==> src/rtl/pin_uart_pkg.sv <==
// Shared definitions for the PIN-entry UART path (receiver, transmitter, PIN checker).
// Keeping the baud divisor here means every side of the link runs at the same bit rate.
package pin_uart_pkg;

    localparam int DATA_BITS            = 8;
    localparam int DEFAULT_CLKS_PER_BIT = 104;   // 12 MHz / 115200

    typedef enum logic [2:0] {
        S_IDLE,
        S_START,
        S_DATA,
        S_STOP,
        S_WAIT_HIGH
    } rx_state_t;

endpackage

==> src/rtl/pin_sync.sv <==
// N-flop synchroniser for an asynchronous serial line; resets to 1 so that
// an idle-high UART line does not look like a start bit after reset.
module pin_sync #(
    parameter int N = 2
) (
    input  logic clk,
    input  logic rst_n,
    input  logic d,
    output logic q
);

    logic [N-1:0] sr;

    always_ff @(posedge clk or negedge rst_n) begin
        if (!rst_n) begin
            sr <= '1;
        end else begin
            sr <= {sr[N-2:0], d};
        end
    end

    assign q = sr[N-1];

endmodule

==> src/rtl/pin_uart_rx.sv <==
// 8N1 UART receiver feeding the PIN checker: mid-bit 2-of-3 majority sampling,
// one-cycle VALID / FRAME_ERR strobes, and break suppression after a framing error.
module pin_uart_rx
    import pin_uart_pkg::*;
#(
    parameter int CLKS_PER_BIT = DEFAULT_CLKS_PER_BIT,
    parameter int SYNC_STAGES  = 2
) (
    input  logic                 CLK,
    input  logic                 RST_N,
    input  logic                 RX,
    output logic [DATA_BITS-1:0] DATA,
    output logic                 VALID,
    output logic                 FRAME_ERR,
    output logic                 BUSY
);

    localparam int CNT_W = $clog2(CLKS_PER_BIT);
    localparam int MID   = CLKS_PER_BIT / 2;
    localparam int IDX_W = $clog2(DATA_BITS) + 1;

    localparam logic [CNT_W-1:0] CNT_LAST = CNT_W'(CLKS_PER_BIT - 1);
    localparam logic [CNT_W-1:0] VOTE_A   = CNT_W'(MID - 1);
    localparam logic [CNT_W-1:0] VOTE_B   = CNT_W'(MID);
    localparam logic [CNT_W-1:0] VOTE_C   = CNT_W'(MID + 1);
    localparam logic [IDX_W-1:0] IDX_DONE = IDX_W'(DATA_BITS);

    logic                 rxs;
    rx_state_t            state;
    logic [CNT_W-1:0]     cnt;
    logic [CNT_W-1:0]     cnt_nxt;
    logic [IDX_W-1:0]     bit_idx;
    logic [DATA_BITS-1:0] shreg;
    logic                 vote_a;
    logic                 vote_b;
    logic                 maj;

    pin_sync #(.N(SYNC_STAGES)) u_sync (
        .clk   (CLK),
        .rst_n (RST_N),
        .d     (RX),
        .q     (rxs)
    );

    assign cnt_nxt = (cnt == CNT_LAST) ? '0 : cnt + 1'b1;
    // Third vote is the live sample taken at MID+1, when the decision is made.
    assign maj     = (vote_a & vote_b) | (vote_a & rxs) | (vote_b & rxs);
    assign BUSY    = (state != S_IDLE);

    always_ff @(posedge CLK or negedge RST_N) begin
        if (!RST_N) begin
            state     <= S_IDLE;
            cnt       <= '0;
            bit_idx   <= '0;
            shreg     <= '0;
            vote_a    <= 1'b1;
            vote_b    <= 1'b1;
            DATA      <= '0;
            VALID     <= 1'b0;
            FRAME_ERR <= 1'b0;
        end else begin
            VALID     <= 1'b0;
            FRAME_ERR <= 1'b0;
            if (cnt == VOTE_A) vote_a <= rxs;
            if (cnt == VOTE_B) vote_b <= rxs;

            case (state)
                S_IDLE: begin
                    if (!rxs) begin
                        state <= S_START;
                        cnt   <= '0;
                    end
                end
                // The bit counter keeps running from the start edge into the data
                // phase, so every data/stop sample lands mid-bit rather than near
                // the leading edge.
                S_START: begin
                    cnt <= cnt_nxt;
                    if (cnt == VOTE_C) begin
                        if (maj) begin
                            state <= S_IDLE;
                        end else begin
                            state   <= S_DATA;
                            bit_idx <= '0;
                        end
                    end
                end
                S_DATA: begin
                    cnt <= cnt_nxt;
                    if (cnt == VOTE_C) begin
                        shreg[bit_idx[IDX_W-2:0]] <= maj;
                        bit_idx                   <= bit_idx + 1'b1;
                    end
                    if (cnt == CNT_LAST && bit_idx == IDX_DONE) begin
                        state <= S_STOP;
                    end
                end
                S_STOP: begin
                    cnt <= cnt_nxt;
                    if (cnt == VOTE_C) begin
                        if (maj) begin
                            VALID <= 1'b1;
                            DATA  <= shreg;
                            state <= S_IDLE;
                        end else begin
                            FRAME_ERR <= 1'b1;
                            state     <= S_WAIT_HIGH;
                        end
                    end
                end
                // A held-low line (break) must not be decoded as a stream of 0x00.
                S_WAIT_HIGH: begin
                    if (rxs) state <= S_IDLE;
                end
                default: state <= S_IDLE;
            endcase
        end
    end

endmodule

==> config.mk <==
export PLATFORM = sky130hd
export DESIGN_NAME = pin_uart_rx
export DESIGN_NICKNAME = d
export VERILOG_FILES = /design/src/rtl/pin_uart_pkg.sv /design/src/rtl/pin_sync.sv /design/src/rtl/pin_uart_rx.sv
export SDC_FILE = /design/constraint.sdc
export NUM_CORES = 1
export LEC_CHECK = 0
export BUFFER_PORTS_ARGS = -buffer_cell sky130_fd_sc_hd__buf_2
export CORE_ASPECT_RATIO = 1.75
export CORE_MARGIN = 2
export CORE_UTILIZATION = 30
export CTS_CLUSTER_DIAMETER = 100
export CTS_CLUSTER_SIZE = 8
export DETAILED_ROUTE_END_ITERATION = 6
export PLACE_DENSITY = 0.5
export SLEW_MARGIN = 20
export SYNTH_ARGS = -nofsm -noshare
export SYNTH_HDL_FRONTEND = slang
export SYNTH_SLANG_ARGS = --single-unit
==> constraint.sdc <==
create_clock -name CLK -period 2.2 [get_ports CLK]
set_input_delay 0.33 -clock CLK [delete_from_list [all_inputs] [get_ports CLK]]
set_output_delay 0.33 -clock CLK [all_outputs]
set_load 0.01 [all_outputs]
* After elaboration in Yosys (flattened, before gate mapping)
Index checks and enable logic that the tools add are counted.
** Storage, ports and cells
- Bits in registers :: 36
- Input port bits :: 3
- Word-level logic and storage cells :: 71
** Operators by class
- $add $sub $neg :: 2
- Magnitude comparators :: 2
- Equal/unequal tests :: 16
- Mux-type cells :: 24
- Bitwise gates (word level) :: 5
- Reductions and logical operators :: 12
** Operators with widths (number)
- $eq 7x6->1 const B :: 3
- $mux 3 :: 6
- $pmux 3 s5 :: 1
- $mux 7 :: 2
- $pmux 7 s2 :: 1
- $mux 4 :: 3
- $ne 2x2->1 const B :: 6
- $bwmux 8 :: 1
- $pmux 4 s2 :: 1
- $add 7x1->7 const B :: 1
- $eq 7x7->1 const B :: 1
- $mux 1 :: 7
- $eq 3x2->1 const B :: 2
- $reduce_and 5->1 :: 1
- $add 4x1->4 const B :: 1
- $eq 4x4->1 const B :: 1
- $lt 3x4->1 const B :: 1
- $reduce_and 2->1 :: 2
- $reduce_and 4->1 :: 1
- $reduce_bool 2->1 :: 2
- $and 1x1->1 :: 3
- $demux 1 s3 :: 1
- $eq 3x1->1 const B :: 1
- $eq 3x3->1 const B :: 1
- 9 further kinds :: 11

* Depth between registers and ports, before layout
Gate-level depths: netlist of the first run.
- Word-level depth :: 6
- Depth in mapped cells :: 6

* Cells and area by module
From an unflattened synthesis of the first run, not the netlist that was laid out.
** Second synthesis, totals
- Cells, all modules :: 159
- Area, all modules :: 1757.9 um^2
** Modules (own cells, without submodules)
- pin_uart_rx :: times used 1, cells an instance 157, area an instance 1705.4 um^2, sequential area each 853.3 um^2
- pin_sync :: times used 1, cells an instance 2, area an instance 52.6 um^2, sequential area each 52.6 um^2

* Worst setup path after synthesis of the first run
Ideal clock, no wire load.
- Path type :: flip-flop to flip-flop
- From :: register cnt[1]
- To :: register shreg[7]
- Arrival time :: 1658 ps
- Path slack :: 417 ps
- Cell stages (with the launch flop) :: 7
- Buffers on the path :: 0
- Period minus slack after synthesis :: 1783 ps
- Cell sequence :: dfrtp_1 -> inv_1 -> ha_1 -> and4bb_2 -> nand3_4 -> or3_1 -> mux2_4
** On the way
- Cells in the longest elaborated chain, start to end :: 2
** Ends and longest elaborated chain
- start, declared :: RTL line pin_uart_rx.sv:30 : logic [CNT_W-1:0] cnt;
- start signal, assigned :: RTL line pin_uart_rx.sv:78 : cnt <= cnt_nxt;
- start signal, assigned :: RTL line pin_uart_rx.sv:89 : cnt <= cnt_nxt;
- start signal, assigned :: RTL line pin_uart_rx.sv:99 : cnt <= cnt_nxt;
- $eq 7x6->1 :: RTL line pin_uart_rx.sv:90 : if (cnt == VOTE_C) begin
- $reduce_and 2->1 (no line)
- end signal, assigned by index :: RTL line pin_uart_rx.sv:91 : shreg[bit_idx[IDX_W-2:0]] <= maj;
- end, declared :: RTL line pin_uart_rx.sv:33 : logic [DATA_BITS-1:0] shreg;
No other way between the ends.
A chain may end at the register's enable or synchronous reset.

* Worst setup path after layout of the first run
- From :: register cnt[1]
- To :: register DATA[2]
** On the way
- Cells in the longest elaborated chain, start to end :: 2
** Ends and longest elaborated chain
- $eq 7x6->1 :: RTL line pin_uart_rx.sv:100 : if (cnt == VOTE_C) begin
- $reduce_and 3->1 (no line)
- end signal, assigned :: RTL line pin_uart_rx.sv:103 : DATA <= shreg;
- end, declared :: RTL line pin_uart_rx.sv:12 : output logic [DATA_BITS-1:0] DATA,
No other way between the ends.

==> metrics.md, run 1 <==
| Metric | Value |
|---|---|
| Tcrit/Tclk final | 0.878 |
| RSZ-0062 raised after global routing | no |
| Fmax | around 520 MHz |
| Antenna diodes | 0 |
| Global route hottest layer | met2 |
| First-pass GRT wire length | 6.16 mm |
| Most frequent cells in the layout | 32 x dfrtp_1, 15 x mux2_2, 13 x nand2_1, 13 x buf_2, 9 x o21ai_0 |
| Final setup fails | 0 |
| Layout cell share with drive strength beyond 1 | 0.297 |
| Worst-path fanout max | 8 |
| CP Data Arrival Time | between 2 and 2.5 ns |
| FFs w/ async S/R, synth | 1.00 |
| Non-Filler Instances | ~250 |
| YS warnings | 0 |
| HP Class | primary input to async pin |
| Status | complete, no violations |
| Initial antenna violation count | 0 |
| Clk sink count | 36 |
| EDFF count, synth | 0 |
| Most common cell after layout, fill and taps aside | dfrtp_1 |
| Grt total ovfl | 0 |
| Cell count after synthesis | 158 |
| Tmin final | 1.93 ns |
| Ys flop type | dfrtp_1 |
| Via count | 1285 |
| Pleak | approximately 0.94 nW |
| Vias/cell | ~5 |
| CTS tree | built |
| Unique masters post-synth | 41 |
| Max VDD drop | 0.000299 V |
| Seq/Total Area, Yosys | 0.512 |
| Post-CTS Resized | 0 |
| Post-route setup TNS | 0 ns |
| Yosys reg bits | 36 |
| DPL Wire Length | 2.64 mm |
| R2R Path End | DATA[2] |
| Core area | 5790 um^2 |
| Max-Cap Viols | 0 |
| Placer congestion estimate | 0.797 |
| Final Skew | 0.00571 ns |
| Post-route DRC violation count | 0 |
| Syn_area_per_cell | 11.2 um^2 |
| Initial drt markers | 39 |
| Post-Place Cells | 245 |
| Num CTS Buffers | 5 |
| Clock Latency Late Sink | 0.29 ns |
| DIE WIDTH | 62.1 um |
| Grt met2 use | 0.215 |
| Critical Path End Type | flop |
| R2r setup slk | 0.27 ns |
| IO Count | 14 |
| Post-CTS Setup Inserts | 0 |
| Area growth syn-to-layout | 15.9% |
| GR Util All Layers | 0.126 |
| Nets | 182 |
| Drt pass-1 iters | 4 |
| Hold_buf cts | 0 |
| Die H | 106 um |
| Synthesized net count | 166 |
| WL/cell | 14.5 um |
| Largest net degree at the start of global routing | 37 |
| Worst-path clk slew | around 0.080 ns |
| WS Path Type | flop to flop |
| Final Hold Fails | 0 |
| Htree depth | 2 |
| Worst Setup Start Kind | flop |
| Cell Pwr Density | 643 nW/um^2 |
| Met1 usage | 0.142 |
| FP Rows | 37 |
| Final Max Slew Viols | 0 |
| Reg2Reg Launch Point | cnt[1] |
| CP startpoint | cnt[1] |
| Met3 Track Usage GR | 0.0294 |
| Vias in the first global route | 1239 |
| Post-Syn Area | 1770 um^2 |
| Final Core Density | 0.354 |
| Input/output buffers | 13 |
| Root buf cell | clkbuf_8 |
| Detailed Route WL | about 3.7 mm |
| R2R depth | 6 |
| Initial core utilization | 0.306 |
| Worst Path Required | 2.37 ns |
| Die footprint | 6550 um^2 |
| Detail Route Antenna Nets | 0 |
| Relative slew slack | 0.465 |
| Worst-Margin Slew | around 0.80 ns |
| Clk buf depth | 2 |
flip-flops by register name, indices dropped and copies added, names as in the netlist:
signal     cells
bit_idx        4
FRAME_ERR      1
vote_a         1
DATA           8
vote_b         1
state          3
VALID          1
shreg          8
cnt            7
u_sync.sr      2
metal layers:
metal,vias to the layer above,wire length (um)
met1,636,1450
met2,32,2030
met3,6,98
met4,0,74
li1,611,-
met5,-,0
report_power, final:
part	total (mW)	switching, mW	internal [mW]	leakage, nW
Clock	0.636	0.236	0.400	0.0645
Sequential	0.667	0.00170	0.665	0.474
Combinational	0.0159	0.0141	0.00181	0.397
final cells by class:
class / count / area, um^2
fill: 586 / 3740
sequential: 36 / 906
tap: 78 / 97.6
clock inverter: 1 / 30.0
inverter: 7 / 26.3
multi-input combinational: 107 / 800
clock buffer: 7 / 96.3
timing repair buffer: 17 / 95.1
critical path, stage by stage, from the launching register on:
cell and delay (ns):
dfrtp_1 0.42, inv_1 0.09, ha_1 0.16, and4bb_2 0.30, and2_1 0.18, nand4_2 0.29
mux2_2 0.37
logic make-up after synthesis:
group	after synthesis	synth area share
compound gates	25	0.0919
fa+ha+maj	6	0.0410
buf+inv	15	0.0361
simple gates	57	0.198
mux	19	0.121
flops	36	0.512
synth_stat cells (2+ instances only):
cell type	number	share of area
nor3_1	5	0.014
inv_1	7	0.015
mux2_2	15	0.095
nor2_1	6	0.013
and3_1	3	0.011
and3b_1	2	0.0099
dfstp_2	4	0.059
nand2_1	13	0.028
dfrtp_1	32	0.45
o22ai_1	2	0.0071
a21oi_1	4	0.011
o21ai_0	9	0.025
ha_1	5	0.035
nor4_1	4	0.014
nand3_1	5	0.014
a31o_2	3	0.015
clkbuf_1	7	0.015
and4_1	2	0.0099
mux2i_1	3	0.017
a31oi_1	2	0.0071
nor4bb_1	2	0.011
and2_1	2	0.0071
nand4_1	2	0.0071
or3_1	2	0.0071
per-stage QoR:
stage	power, mW	hold WS [ns]	setup slack, ns	instance area, um^2
floorplan	0.680	0.0344	0.417	1770
global placement	0.696	0.346	0.327	1920
detailed placement	0.696	0.349	0.273	1920
CTS	1.34	0.127	0.262	2050
global route	1.37	0.116	0.171	2050
finish	1.32	0.127	0.268	2050
worst max-delay path by stage:
stage,end
after floorplan,shreg[7]
after global placement,shreg[7]
after detailed placement,DATA[2]
after CTS,DATA[2]
after global routing,DATA[1]
final,DATA[2]
Power figures use the tool's default switching activity.
==> inputs of run 2 (changes only) <==
--- a/config.mk
+++ b/config.mk
@@ -5,6 +5,7 @@
 export SDC_FILE = /design/constraint.sdc
 export NUM_CORES = 1
 export LEC_CHECK = 0
+export ABC_AREA = 1
 export BUFFER_PORTS_ARGS = -buffer_cell sky130_fd_sc_hd__buf_2
 export CORE_ASPECT_RATIO = 1.75
 export CORE_MARGIN = 2
==> metrics.md, run 2 <==
| Metric | Value |
|---|---|
| Tcrit/Tclk final | 0.726 |
| Cell count after synthesis | 213 |
| Register share of total power | 0.558 |
| Post-CTS Resized | 0 |
| Post-route DRC violation count | 0 |
| WL/cell | roughly 12 um |
| Vias/cell | 4.51 |
| Area growth syn-to-layout | 13.3% |
| DIE WIDTH | 62.9 um |
| HP Class | primary input to async pin |
| Post-synth top area share | 0.439 |
| First-pass GRT wire length | 6.76 mm |
| Final Max Slew Viols | 0 |
| Top cell family by delay on the critical path | simple AND/OR/NAND/NOR gates |
| Via count | 1397 |
| CP cell instances | inv_1 -> ha_1 -> and3_1 -> nand2_1 -> nand2_1 -> nand3_1 -> nand2_1 -> nand2_1 |
| Vias in the first global route | 1468 |
| Largest area contributor in the synthesized netlist | dfrtp_1 |
| Switch share | 0.226 |
| Clk pwr share | 0.428 |
| Cell Pwr Density | 577 nW/um^2 |
| CP startpoint | bit_idx[0] |
| Final setup fails | 0 |
| EDFF count, synth | 0 |
| Hold_buf cts | 0 |
| Drt pass-1 iters | 4 |
| Detail Route Antenna Nets | 0 |
| Comb pwr share | 0.014 |
| Cell Area, Placed | 1970 um^2 |
| YS warnings | 0 |
| Fillers | 645 |
| FFs w/ async S/R, synth | 1.00 |
| Clk buf depth | 2 |
| Biggest regs | DATA x8, shreg x8, cnt x7 |
| Post-Place Cells | around 300 |
| Worst Slack Setup Final | around 0.60 ns |
| Worst-path fanout max | 11 |
| Setup WS pre-CTS | between 0.6 and 0.7 ns |
| Internal power | slightly above 0.9 mW |
| Post-route setup TNS | 0 ns |
| Nets | between 200 and 250 |
| Layout cell share with drive strength beyond 1 | 0.155 |
| Core area | 5880 um^2 |
| Placer congestion estimate | around 0.8 |
| Htree depth | 2 |
| Root buf cell | clkbuf_8 |
| Num CTS Buffers | 5 |
| Syn_area_per_cell | 8.56 um^2 |
| Input/output buffers | 13 |
| DPL Wire Length | between 2 and 3 mm |
| Synth top cells by count | 60 x nand2_1, 32 x dfrtp_1, 27 x inv_1, 18 x o21ai_0, 16 x nand3_1 |
| FP Rows | 37 |
| Post-CTS Setup Inserts | 0 |
| Unique masters post-synth | 29 |
| GR Util All Layers | 0.127 |
| Buf/Inv on CP | 1 |
| CP Data Arrival Time | around 1.8 ns |
| Hold slack | 0.123 ns |
| Final Skew | 0.00992 ns |
| Cell mode on critical path | nand2_1 |
| Synthesized net count | around 220 |
| Status | complete, no violations |
| Clk sink count | 36 |
| Worst Setup Start Kind | flop |
| Worst Path Required | 2.38 ns |
| RSZ-0062 raised after global routing | no |
| Post-Syn Area | between 1500 and 2000 um^2 |
| Yosys reg bits | 36 |
| CTS tree | built |
| Max-Cap Viols | 0 |
| Ys flop type | dfrtp_1 |
| Non-Filler Instances | 310 |
| Die H | 107 um |
| Initial drt markers | 65 |
| Clock Latency Late Sink | 0.29 ns |
| Total Power | about 1.2 mW |
| Fmax | 626 MHz |
| Worst-path clk slew | 0.08 ns |
| Tmin final | ~1.6 ns |
| Reg2Reg Launch Point | bit_idx[0] |
| Relative slew slack | 0.461 |
| Die footprint | 6740 um^2 |
| Max VDD drop | 0.000316 V |
| Most common cell after layout, fill and taps aside | nand2_1 |
| Grt total ovfl | 0 |
| Worst path slowest cell | dfrtp_1 |
| Detailed Route WL | ~3.6 mm |
| Worst-Margin Slew | 0.809 ns |
| Seq/Total Area, Yosys | 0.497 |
| Sw power | 0.270 mW |
| Antenna diodes | 0 |
| Design area | slightly above 2000 um^2 |
| Most frequent cells in the layout | 60 x nand2_1, 32 x dfrtp_1, 27 x inv_1 |
| IO Count | 14 |
| WS Path Type | flop to flop |
| Critical Path End Type | flop |
| Synth top area cells | dfrtp_1 44%, nand2_1 12%, dfstp_2 5.8%, inv_1 5.6%, o21ai_0 4.9% |
| Largest net degree at the start of global routing | 37 |
| Final Core Density | 0.352 |
| Final Hold Fails | 0 |
| Initial core utilization | 0.310 |
| Slowest cell delay on critical path | 0.47 ns |
| Initial antenna violation count | 0 |
| Pleak | 1.05 nW |
| Most frequent cell after synthesis | nand2_1 |
[run 2: final cells by class]
cell class | count | area (um^2) | share of cell area
clock buffers | 6 | 82.6 | 0.0400
clock inverters | 2 | 13.8 | 0.00666
inverters | 28 | 105 | 0.0508
multi-input cells | 146 | 790 | 0.382
flip-flops and latches | 36 | 906 | 0.438
well taps | 78 | 97.6 | 0.0472
repair buffers | 14 | 72.6 | 0.0351
[run 2: path summary, 6_finish.rpt]
path | depth (start not counted) | to | slack, ns
max | 8 | state[2] | 0.60
min | 1 | cnt[6] | 0.12
max reg2reg | 8 | state[2] | 0.60
min reg2reg | 0 | u_sync.sr[1] | 0.36
max in group asynchronous | 1 | shreg[6] | 1.56
min in group CLK | 1 | u_sync.sr[0] | 0.13
[run 2: logic make-up (layout without fill, tap and decap cells)]
| kind of cell | Yosys count | in the layout | share of synthesized area |
|---|---|---|---|
| AOI/OAI and AO/OA | 25 | 25 | 0.0761 |
| xor gates and xnor gates | 3 | 3 | 0.0144 |
| adders and majority gates | 5 | 5 | 0.0343 |
| buffers and inverters | 31 | 50 | 0.0706 |
| DFF | 36 | 36 | 0.497 |
| and+or+nand+nor | 113 | 113 | 0.308 |
[run 2: layer usage]
layer | track usage | vias up | part of all wire
met5 | 0 | - | 0
met4 | 0.0524 | 0 | 0.019
met3 | 0.0283 | 7 | 0.028
met2 | 0.233 | 24 | 0.54
met1 | 0.139 | 637 | 0.41
li1 | - | 729 | -
[run 2: worst reg2reg max path: stages, from the launching register on]
cell and delay [ns]:
dfrtp_1 0.47, inv_1 0.29, ha_1 0.20, and3_1 0.15
nand2_1 0.05, nand2_1 0.13, nand3_1 0.08, nand2_1 0.06
nand2_1 0.04
[run 2: power by group through the flow]
| stage | clock network, mW | logic [mW] | registers [mW] |
|---|---|---|---|
| 3_3_place_gp | 0 | 0.0181 | 0.679 |
| 2_1_floorplan | 0 | 0.00206 | 0.678 |
| 6_report | 0.510 | 0.0166 | 0.666 |
| 3_5_place_dp | 0 | 0.0181 | 0.678 |
| 5_1_grt | 0.559 | 0.0203 | 0.666 |
| 4_1_cts | 0.530 | 0.0182 | 0.666 |
